File: src/rtl/game_ctl.sv
// game_ctl: Arkanoid game sequencer.
// Runs the IDLE/SERVE/PLAY/LOST/CLEARED/OVER flow, counts lives and levels,
// gates the paddle, holds/launches the ball and requests brick-field reloads.
// Every output is registered so downstream blocks can sample it directly.
module game_ctl #(
  parameter int LIVES_INIT   = 3,   // 1..7
  parameter int DELAY_FRAMES = 120, // 1..255
  parameter int LEVELS       = 3    // 1..15
) (
  input  logic       pclk,
  input  logic       reset,
  input  logic       frame_tick,
  input  logic       mouse_left,
  input  logic       ball_lost,
  input  logic       bricks_cleared,
  output logic [2:0] state,
  output logic [2:0] lives,
  output logic [3:0] level,
  output logic       paddle_en,
  output logic       ball_hold,
  output logic       ball_launch,
  output logic       level_load,
  output logic       game_over,
  output logic       win
);

  typedef enum logic [2:0] {
    IDLE    = 3'd0,
    SERVE   = 3'd1,
    PLAY    = 3'd2,
    LOST    = 3'd3,
    CLEARED = 3'd4,
    OVER    = 3'd5
  } state_t;

  localparam logic [7:0] TMR_LOAD   = 8'(DELAY_FRAMES - 1);
  localparam logic [3:0] LAST_LEVEL = 4'(LEVELS - 1);
  localparam logic [2:0] LIVES_LOAD = 3'(LIVES_INIT);

  state_t     state_q;
  state_t     state_d;
  logic       ml_q;
  logic       click;
  logic [7:0] tmr;
  logic [7:0] tmr_d;
  logic [2:0] lives_d;
  logic [3:0] level_d;
  logic       win_d;
  logic       launch_d;
  logic       load_d;
  logic       paddle_en_d;
  logic       ball_hold_d;
  logic       game_over_d;

  // Only the rising edge of the button counts as a click.
  assign click = mouse_left & ~ml_q;
  assign state = state_q;

  // State and all registered outputs; reset aborts the game instantly.
  always_ff @(posedge pclk or negedge reset) begin
    if (!reset) begin
      state_q     <= IDLE;
      ml_q        <= 1'b0;
      tmr         <= '0;
      lives       <= '0;
      level       <= '0;
      win         <= 1'b0;
      ball_launch <= 1'b0;
      level_load  <= 1'b0;
      paddle_en   <= 1'b0;
      ball_hold   <= 1'b1;
      game_over   <= 1'b0;
    end else begin
      state_q     <= state_d;
      ml_q        <= mouse_left;
      tmr         <= tmr_d;
      lives       <= lives_d;
      level       <= level_d;
      win         <= win_d;
      ball_launch <= launch_d;
      level_load  <= load_d;
      paddle_en   <= paddle_en_d;
      ball_hold   <= ball_hold_d;
      game_over   <= game_over_d;
    end
  end

  // Next state, counters and one-cycle pulse requests.
  always_comb begin
    state_d  = state_q;
    tmr_d    = tmr;
    lives_d  = lives;
    level_d  = level;
    win_d    = win;
    launch_d = 1'b0;
    load_d   = 1'b0;
    unique case (state_q)
      IDLE: begin
        if (click) begin
          lives_d = LIVES_LOAD;
          level_d = '0;
          win_d   = 1'b0;
          load_d  = 1'b1;
          state_d = SERVE;
        end
      end
      SERVE: begin
        if (click) begin
          launch_d = 1'b1;
          state_d  = PLAY;
        end
      end
      PLAY: begin
        // A cleared field wins over a simultaneous ball loss.
        if (bricks_cleared) begin
          tmr_d   = TMR_LOAD;
          state_d = CLEARED;
        end else if (ball_lost) begin
          if (lives > 3'd1) begin
            lives_d = lives - 3'd1;
            tmr_d   = TMR_LOAD;
            state_d = LOST;
          end else begin
            lives_d = '0;
            win_d   = 1'b0;
            state_d = OVER;
          end
        end
      end
      LOST: begin
        if (frame_tick) begin
          if (tmr == '0) state_d = SERVE;
          else           tmr_d   = tmr - 8'd1;
        end
      end
      CLEARED: begin
        if (frame_tick) begin
          if (tmr == '0) begin
            if (level == LAST_LEVEL) begin
              win_d   = 1'b1;
              state_d = OVER;
            end else begin
              level_d = level + 4'd1;
              load_d  = 1'b1;
              state_d = SERVE;
            end
          end else begin
            tmr_d = tmr - 8'd1;
          end
        end
      end
      OVER: begin
        if (click) state_d = IDLE;
      end
      default: state_d = IDLE;
    endcase
  end

  // Level outputs decoded from the next state so they never lag state.
  always_comb begin
    paddle_en_d = (state_d == SERVE) || (state_d == PLAY);
    ball_hold_d = (state_d != PLAY);
    game_over_d = (state_d == OVER);
  end

endmodule

File: config.mk
export PLATFORM = sky130hd
export DESIGN_NAME = game_ctl
export DESIGN_NICKNAME = d
export VERILOG_FILES = /design/src/rtl/game_ctl.sv
export SDC_FILE = /design/constraint.sdc
export NUM_CORES = 1
export LEC_CHECK = 0
export ABC_AREA = 1
export BUFFER_PORTS_ARGS = -buffer_cell sky130_fd_sc_hd__buf_4
export CAP_MARGIN = 30
export CORE_ASPECT_RATIO = 1.5
export CORE_MARGIN = 3
export CORE_UTILIZATION = 50
export DETAILED_ROUTE_END_ITERATION = 16
export MAX_ROUTING_LAYER = met4
export PLACE_DENSITY = 0.71
export REMOVE_ABC_BUFFERS = 1
export SKIP_CTS_REPAIR_TIMING = 1
export SLEW_MARGIN = 40
export SYNTH_ARGS = -nofsm -noshare
export SYNTH_HDL_FRONTEND = slang
export SYNTH_SLANG_ARGS = --single-unit
File: constraint.sdc
create_clock -name pclk -period 2 [get_ports pclk]
set_input_delay 0.1 -clock pclk [delete_from_list [all_inputs] [get_ports pclk]]
set_output_delay 0.1 -clock pclk [all_outputs]
set_load 0.05 [all_outputs]
# == Word level (Yosys, flattened, before mapping) ==
# Index checks and enable logic that the tools add are counted.
# word_totals
ff_bits,25
in_bits,6
# op_classes
order_cmp,1
reduce_logical,12
bitwise_logic,2
eq_ne,22
addsub,3
n_mux,42
# ops
cell,count
3-bit two-way mux,15
8-bit two-way mux,5
2-bit inequality test (second input constant),9
3-bit one-hot mux with 6 select lines,1
4-bit two-way mux,4
8-bit one-hot mux with 2 select lines,1
1-bit two-way mux,12
5-bit AND reduction,2
3-bit by 2-bit == test with 1-bit output (second input constant),3
3-bit == test (second input constant),3
8-bit zero test,1
4-bit one-hot mux with 2 select lines,1
8-bit AND reduction,1
8-bit by 1-bit subtractor with 8-bit output (second input constant),1
3-bit by 1-bit == test with 1-bit output (second input constant),2
3-bit inequality test (second input constant),2
3-bit one-hot mux with 2 select lines,1
2-bit nonzero test,3
4-bit by 1-bit adder with 4-bit output (second input constant),1
4-bit by 2-bit == test with 1-bit output (second input constant),1
4-bit AND reduction,1
3-bit by 1-bit > comparator with 1-bit output (second input constant),1
3-bit zero test,1
3-bit by 2-bit inequality test with 1-bit output (second input constant),1
other kinds (9),9

# == Longest topological paths before layout ==
# Gate-level depths: netlist of the first run.
# depth
depth_word,7
depth_mapped,11

# == Worst setup path before layout of the first run ==
# No wires, ideal clock.
# synth_path
path_type,register to register
start,register lives[1]
end,register tmr[6]
path_slack_ns,0.186
path_buffers,1
required_time_ns,1.880
t_arrival_ns,1.694
setup_time_ns,0.120
period_less_slack_ns,1.814
stages_incl_launch_ff,12
path_cell_list,dfrtp_1 -> inv_1 -> ha_1 -> inv_1 -> o21ai_0 -> nand2_1 -> nand2_1 -> nand2_2 -> nand3_4 -> buf_12 -> nand2_2 -> o21ai_2
# synth_between
elab_chain_len,3
# synth_rtl
item,line,rtl
from (decl),17,"output logic [2:0] lives,"
from (signal assigned),77,lives <= lives_d;
3-bit by 1-bit > comparator with 1-bit output,119,if (lives > 3'd1) begin
3-bit inequality test (no line),-,
5-bit AND reduction (no line),-,
to (signal assigned),76,tmr <= tmr_d;
to (decl),44,logic [7:0] tmr;
# No other way between the ends.
# A chain may end at the register's enable or synchronous reset.

# == Worst setup path after layout of the first run ==
# layout_path
start,register tmr[0]
end,register paddle_en
# layout_between
elab_chain_len,6
word_cells_on_any_way,9
cone_classes,eq/ne (2); mux (5); reduce/logical (2)
# layout_rtl
item,line,rtl
8-bit zero test (*),"132, 138",
3-bit two-way mux (on tied branches),"138, 132",
3-bit two-way mux (on tied branches),"137, 131",
3-bit one-hot mux with 6 select lines (*),97,unique case (state_q)
net state_d[1],41,state_t state_d;
3-bit by 1-bit == test with 1-bit output or 3-bit by 2-bit == test with 1-bit output (tied branches),161,paddle_en_d = (state_d == SERVE) || (state_d == PLAY);
1-bit logical OR (*),161,
net paddle_en_d,51,logic paddle_en_d;
to (signal assigned),82,paddle_en <= paddle_en_d;
to (decl),19,"output logic paddle_en,"
# The timed path passes the listed nets; every way through them passes the cells marked *.

==> results of run 1 <==
-- where the power goes --
group	internal [uW]	switching, uW
logic	599	1250
registers	696	194
clock network	141	168
total	1440	1610
-- worst register-to-register path, cell delays in order, from the launching register on --
cell and delay (ns):
dfrtp_1 0.40, inv_1 0.13, ha_1 0.16, nand3_1 0.10
nor2_1 0.24, a21oi_1 0.12, nor2_2 0.15, inv_1 0.07
nand2_1 0.09, nand2_1 0.06
-- final timing paths --
kind | endpoint | slack (ns)
worst max-delay path | paddle_en$_DFF_PN0_ | 0.37
worst min-delay path | state[0]$_DFF_PN0_ | 0.17
worst max register to register | paddle_en$_DFF_PN0_ | 0.37
worst min register to register | win$_DFFE_PN0P_ | 0.48
max in group asynchronous | ball_hold$_DFF_PN1_ | 1.45
min in group asynchronous | state[2]$_DFF_PN0_ | 0.26
-- area by class of cell --
class	instances	area (um2)
Sequential cell	25	627
Timing Repair Buffer	23	178
Fill cell	284	1130
Clock buffer	3	41.3
Inverter	27	106
Tap cell	39	48.8
Clock inverter	1	7.51
Multi-Input combinational cell	139	807
-- state kept, by name, indices dropped and copies added (netlist names), 3 cells and up --
name,flops
state,3
lives,3
tmr,8
level,4
-- cell families after synthesis --
| kind of cell | count (synthesis) | share of synthesized area (%) |
|---|---|---|
| XOR/XNOR | 7 | 3.93 |
| buffers and inverters | 28 | 8.10 |
| AND/OR/NAND/NOR | 100 | 32.5 |
| adder cells (fa/ha/maj) | 6 | 4.81 |
| AO/OA/AOI/OAI | 26 | 10.5 |
| flip-flops | 25 | 40.2 |
-- layout by cell type (no fill, tap or decap) --
| master | instances |
|---|---|
| nand3_2 | 1 |
| inv_6 | 1 |
| ha_1 | 6 |
| or2_2 | 1 |
| buf_4 | 21 |
| clkinvlp_4 | 1 |
| o21ai_2 | 9 |
| dlygate4sd3_1 | 2 |
| nor3_1 | 1 |
| nand2_2 | 9 |
| nor2_2 | 4 |
| dfrtp_1 | 24 |
| clkbuf_8 | 3 |
| nand2_4 | 3 |
| nand2_1 | 33 |
| xnor2_1 | 1 |
| dfstp_2 | 1 |
| o21ai_0 | 11 |
| xor2_1 | 6 |
| inv_2 | 3 |
| a21oi_1 | 6 |
| nand3_1 | 16 |
| inv_1 | 23 |
| nand4_1 | 2 |
| nor2_1 | 27 |
| nand3_4 | 3 |
-- routing by layer --
metal	share of wire (%)	GRT usage [%]	wire length (um)
met1	39	19.8	1210
met2	56	36.0	1750
met3	2.8	2.61	87
met4	2.9	10.2	90
met5	0	-	0
-- through the flow --
stage / setup slack, ns / hold WS, ns / total power (uW)
finish: 0.370 / 0.170 / 3050
global route: 0.182 / 0.189 / 3320
CTS: 0.337 / -0.278 / 3070
detailed placement: 0.345 / 0.0227 / 2760
global placement: 0.448 / 0.0192 / 2690
floorplan: 0.192 / -0.196 / 2310
==> impl_metrics.yaml, run 1 <==
sta:
  max_freq_mhz: 614
  timing.clock.skew_ns: 0.0102
  post-route-period-util_pct: 81.5
  rsz0062_at_grt: "no"
  period_needed_ns: 1.63
  finalHoldViolCount: 0
  setup_viol: 0
  tightest_slew_ns: 0.334
  tns_ns: 0
  drv_slew: 0
  maxSlewHeadroom_pct: 77.7
final_layout:
  final_nets: 231
  syn_to_final_growth_pct: 16.4
  antenna_cells: 0
  drive_gt1_share_pct: 27.5
  design_area_mm2: 0.00182
  layout.cells.non_filler: 257
  utilization_pct: 61.7
critical_path:
  worst_ep_required_time_ns: 2.17
  critPathMaxFanout: 5
  worstPathCellList: "inv_1 -> ha_1 -> nand3_1 -> nor2_1 -> a21oi_1 -> nor2_2 -> inv_1 -> nand2_1 -> nand2_1"
  cp_top_family: "simple AND/OR/NAND/NOR gates"
  cp.arrival_ns: 1.80
  worst-r2r-cell-count: 9
  endpoint_kind: "flip-flop"
  cp_num_cells: 9
  path_class: "flip-flop to flip-flop"
  start_kind: "flip-flop"
  crit_buf_inv: 2
  r2r-start: "tmr[0]$_DFFE_PN0P_"
  cp-startpoint: "tmr[0]$_DFFE_PN0P_"
  slowest_stage: "dfrtp_1"
  slowest_delay_ns: 0.40
synth:
  synth_common_cells: "nand2_1 (33), nor2_1 (27), dfrtp_1 (24), inv_1 (23), nand3_1 (16)"
  synth_cell_types: 23
  syn-cell-area_mm2: 0.00156
  yosysMostFrequentCell: "nand2_1"
  avgSynthCellArea_um2: 8.13
  ys.flop_type: "dfrtp_1"
  synth-async-reset-ratio_pct: 100
  synth.largest_area_cell: "dfrtp_1"
  synth_seq_area_share_pct: 40.2
  synth_edf_count: 0
  synth.area.top_cells: "dfrtp_1 (38%), nand2_1 (7.9%), nor2_1 (6.5%)"
  syn-instance-count: 192
  synth_warnings: 0
  ys_ff_latch: 25
  yosysTopAreaCellShare_pct: 38.5
cts:
  h-tree-depth: 1
  clk_latency_ns: 0.28
  clockRootBuffer: "clkbuf_8"
  path_clk_slew_ns: 0.10
  cts_buffers: 3
  cts_tree: "built"
  clock_sinks: 25
  clk_path_buf_depth: 2
placed_design:
  dpl.hpwl_um: 2510
  placed_cell_area_mm2: 0.00175
  numPortBuffers: 21
  gp_congestion: 0.872
  dp_cells: 251
min_path:
  hold_path_class: "input port to flip-flop"
  holdPathStages: 3
  min_from: "frame_tick"
routing:
  viasPerCell: 5.11
  wirelength_um: 3130
  vias: 1312
  drc: 0
  drtIter0Drc: 23
  ant_nets: 0
  firstDrtPassIters: 5
  routedWlPerCell_um: 12.2
global_routing:
  grt_max_degree: 26
  grt_pass1_vias: 1290
  track_usage_pct: 19.6
  overflow: 0
  antenna_found_initial: 0
  grt_pass1_wl_um: 5460
die:
  die_y_um: 74.4
  initial_core_util_pct: 53.0
  core_mm2: 0.00294
  die_w_um: 51.6
  num_rows: 24
  ios: 22
  dieArea_mm2: 0.00384
pwr:
  power_density_mw_per_mm2: 1680
  p_leak_uw: 0.000945
  peakVddDrop_uv: 866
run_status:
  status: "complete, no violations"
job:
  cap_viol_max_count: 0
No activity file was read; power rests on OpenSTA's default activity.
==> inputs of run 2 (changes only) <==
PLACE_DENSITY = 0.74   (was 0.71)
clock period = 1.45 ns   (was 2 ns; I/O delays follow)
==> impl_metrics.yaml, run 2 (synthesis gave the netlist of run 1 again) <==
die:
  die_w_um: 51.6
  core_mm2: 0.00294
  dieArea_mm2: 0.00384
  num_rows: 24
  die_y_um: 74.4
  ios: 22
  initial_core_util_pct: 53.0
cts:
  clockRootBuffer: "clkbuf_8"
  cts_tree: "built"
  clk_path_buf_depth: 2
  h-tree-depth: 1
  cts_buffers: 3
  path_clk_slew_ns: 0.09
  clock_sinks: 25
  clk_latency_ns: 0.27
final_layout:
  utilization_pct: 73.9
  antenna_cells: 0
  layout_common_cells: "buf_4 (51), nand2_1 (25), nor2_1 (23)"
  fill_cells: 226
  design_area_mm2: 0.00218
  syn_to_final_growth_pct: 39.5
  reg.largest.list: "tmr x8, level x4"
  largest-register: "tmr"
  drive_gt1_share_pct: 47.8
  final_common_cell: "buf_4"
  final_nets: 262
  largest_register_ffs: 8
global_routing:
  grt_pass1_wl_um: 5750
  track_usage_pct: 20.1
  overflow: 0
  antenna_found_initial: 0
  grt_pass1_vias: 1369
  grt_max_degree: 26
min_path:
  hold_path_class: "input port to flip-flop"
placed_design:
  place_ws_ns: -0.150
  gp_congestion: 0.858
  placed_cell_area_mm2: 0.00193
  numPortBuffers: 21
  dpl.hpwl_um: 2640
critical_path:
  critPathMaxFanout: 8
  start_kind: "flip-flop"
  slowest_stage: "dfrtp_1"
  worstPathCellList: "inv_2 -> ha_2 -> inv_2 -> o21ai_2 -> nand2_2 -> nand2_2 -> nand2_4 -> nand3_4 -> nand2_2 -> o21ai_2"
  rrSetupSlack_ns: 0.006
  slowest_delay_ns: 0.41
  cp.arrival_ns: 1.61
  cp_common_cell: "nand2_2"
  path_class: "flip-flop to flip-flop"
  endpoint_kind: "flip-flop"
  worst_ep_required_time_ns: 1.62
sta:
  drv_slew: 0
  tightest_slew_ns: 0.322
  timing.clock.skew_ns: 0.00458
  maxSlewHeadroom_pct: 78.6
  fin_ws_ns: 0.00637
  max_freq_mhz: 693
  period_needed_ns: 1.44
  finalHoldViolCount: 0
  setup_viol: 0
  post-route-period-util_pct: 99.6
  rsz0062_at_grt: "yes"
pwr:
  p_leak_uw: 0.00110
  power_density_mw_per_mm2: 2360
  peakVddDrop_uv: 1570
routing:
  firstDrtPassIters: 4
  drc: 0
  drtIter0Drc: 43
  viasPerCell: 5.16
  vias: 1486
  wirelength_um: 3870
  routedWlPerCell_um: 13.4
  ant_nets: 0
run_status:
  status: "complete, no violations"
job:
  cap_viol_max_count: 0
-- run 2: final timing paths --
check / startpoint / endpoint / cells after the start
setup / recovery: lives[1]$_DFFE_PN0P_ / tmr[4]$_DFFE_PN0P_ / 10
min in group asynchronous: reset / tmr[5]$_DFFE_PN0P_ / 2
setup reg to reg: lives[1]$_DFFE_PN0P_ / tmr[4]$_DFFE_PN0P_ / 10
hold reg to reg: win$_DFFE_PN0P_ / win$_DFFE_PN0P_ / 2
max in group asynchronous: reset / ball_hold$_DFF_PN1_ / 2
hold / removal: frame_tick / state[0]$_DFF_PN0_ / 3
-- run 2: area by class of cell --
class	instances	area, um2	share of cell area, %
Timing Repair Buffer	53	403	18.5
Sequential cell	25	629	28.9
Inverter	27	109	5.00
Multi-Input combinational cell	140	937	43.1
Clock inverter	1	7.51	0.345
Tap cell	39	48.8	2.24
Clock buffer	3	41.3	1.90
-- run 2: where the power goes --
part / leakage [uW] / switching, uW / internal (uW)
clock network: 0.0000217 / 235 / 195
registers: 0.000313 / 190 / 964
logic: 0.000768 / 2170 / 1390
-- run 2: metal layers --
metal	wire length (um)	track usage, %	up-vias
li1	-	-	723
met1	1370	20.6	715
met2	2300	39.2	39
met3	120	1.20	9
met4	72	7.00	0
met5	0	-	-
-- run 2: through the flow --
| stage | std cells | power, uW | hold WS, ns | TNS [ns] |
|---|---|---|---|---|
| after global routing | 288 | 5540 | 0.160 | -0.869 |
| after floorplan | 191 | 3190 | -0.223 | -4.33 |
| after CTS | 279 | 4670 | -0.304 | -1.54 |
| final | 288 | 5140 | 0.153 | 0 |
| after detailed placement | 275 | 4230 | -0.00372 | -1.29 |
| after global placement | 275 | 4120 | -0.00809 | -0.402 |
-- run 2: worst max-delay path: cells and delay by family (launching register included) --
| family | cells | cell delay (ns) |
|---|---|---|
| AND/OR/NAND/NOR | 5 | 0.55 |
| flip-flops | 1 | 0.41 |
| adder cells (fa/ha/maj) | 1 | 0.17 |
| AO/OA/AOI/OAI | 2 | 0.12 |
| buffers and inverters | 2 | 0.11 |
==> inputs of run 3 (changes only) <==
RECOVER_POWER = 50   (was default)
==> impl_metrics.yaml, run 3 (synthesis gave the netlist of run 1 again) <==
pwr:
  p_int_uw: 2550
  clock_power_share_pct: 8.4
  switching_share_pct: 50.4
  p_leak_uw: 0.00110
  p_sw_uw: 2590
  comb_power_share_pct: 69.2
  power_density_mw_per_mm2: 2370
  peakVddDrop_uv: 1570
  p_seq_share_pct: 22.4
sta:
  maxSlewHeadroom_pct: 58.2
  period_needed_ns: 1.44
  whs_ns: 0.153
  tightest_slew_ns: 0.627
  drv_slew: 0
  post-route-period-util_pct: 99.6
  finalHoldViolCount: 0
  fin_ws_ns: 0.00636
  setup_viol: 0
  timing.clock.skew_ns: 0.00458
  max_freq_mhz: 693
  rsz0062_at_grt: "yes"
final_layout:
  reg.largest.list: "tmr x8, level x4"
  utilization_pct: 73.9
  largest_register_ffs: 8
  final_common_cell: "buf_4"
  largest-register: "tmr"
  antenna_cells: 0
  final_nets: 262
  layout.cells.non_filler: 288
  regArea_um2: 629
  multi_input_area_um2: 937
  layout_common_cells: "buf_4 (49), nand2_1 (25), nor2_1 (23)"
  drive_gt1_share_pct: 47.8
  syn_to_final_growth_pct: 39.3
  fill_cells: 227
critical_path:
  endpoint_kind: "flip-flop"
  critPathMaxFanout: 8
  worst_ep_required_time_ns: 1.62
  cp-startpoint: "lives[1]$_DFFE_PN0P_"
  path_class: "flip-flop to flip-flop"
  cp.arrival_ns: 1.61
  r2r-start: "lives[1]$_DFFE_PN0P_"
  start_kind: "flip-flop"
die:
  core_mm2: 0.00294
  num_rows: 24
  ios: 22
  initial_core_util_pct: 53.0
  die_w_um: 51.6
  die_y_um: 74.4
  dieArea_mm2: 0.00384
cts:
  clockRootBuffer: "clkbuf_8"
  clk_path_buf_depth: 2
  path_clk_slew_ns: 0.09
  clock_sinks: 25
  clk_latency_ns: 0.27
  h-tree-depth: 1
  cts_buffers: 3
  cts_tree: "built"
routing:
  drtIter0Drc: 43
  drc: 0
  ant_nets: 0
  vias: 1487
  firstDrtPassIters: 4
  viasPerCell: 5.16
  routedWlPerCell_um: 13.4
  wirelength_um: 3860
placed_design:
  numPortBuffers: 21
  dpl.hpwl_um: 2640
  dp_cells: 275
  place_ws_ns: -0.150
  gp_congestion: 0.858
min_path:
  hold_path_class: "input port to flip-flop"
  min_from: "frame_tick"
global_routing:
  antenna_found_initial: 0
  grt_max_degree: 26
  grt_pass1_vias: 1369
  overflow: 0
  grt_pass1_wl_um: 5750
  track_usage_pct: 20.1
job:
  cap_viol_max_count: 0
run_status:
  status: "complete, no violations"
[run 3: cell types whose count changed in the layout (fill, tap and decap cells not counted)]
cell | previous run | this run
clkbuf_2 | 0 | 1
clkbuf_4 | 0 | 1
buf_4 | 51 | 49
[run 3: critical path: stages (launching register included)]
cell and delay [ns]:
dfrtp_1 0.41, inv_2 0.06, ha_2 0.17, inv_2 0.05, o21ai_2 0.07, nand2_2 0.11
nand2_2 0.08, nand2_4 0.10, nand3_4 0.15, nand2_2 0.11, o21ai_2 0.05
[run 3: path summary, 6_finish.rpt]
kind / end / slack [ns] / depth (start not counted)
setup / recovery: tmr[4]$_DFFE_PN0P_ / 0.006 / 10
hold / removal: state[0]$_DFF_PN0_ / 0.15 / 3
setup reg to reg: tmr[4]$_DFFE_PN0P_ / 0.006 / 10
hold reg to reg: win$_DFFE_PN0P_ / 0.49 / 2
max in group asynchronous: state[1]$_DFF_PN0_ / 0.67 / 2
min in group asynchronous: tmr[5]$_DFFE_PN0P_ / 0.34 / 2
[run 3: stage by stage]
stage                     power (uW)  setup TNS, ns  cell area [um2]
after floorplan                 3190          -4.33             1540
after CTS                       4670          -1.54             1980
after global placement          4120         -0.402             1930
after global routing            5540         -0.869             2170
final                           5140              0             2170
after detailed placement        4230          -1.29             1930
[run 3: cell type report]
type	count	share of cell area, %
multi-input combinational	140	43.1
sequential	25	29.0
timing repair buffer	53	18.4
inverter	27	5.01
tap	39	2.25
clock buffer	3	1.90
clock inverter	1	0.345
[run 3: power by group through the flow]
stage | clock [uW] | combinational (uW) | sequential, uW
global placement | 0 | 2980 | 1140
finish | 430 | 3560 | 1150
CTS | 438 | 3090 | 1140
detailed placement | 0 | 3070 | 1150
global route | 465 | 3900 | 1180
floorplan | 0 | 1510 | 1680
[run 3: routing by layer]
metal  wire length (um)  vias to the layer above  GRT usage, %
met3                120                        9          1.20
met4                 72                        0          7.00
met1               1370                      715          20.6
met5                  0                        -             -
li1                   -                      724             -
met2               2300                       39          39.2
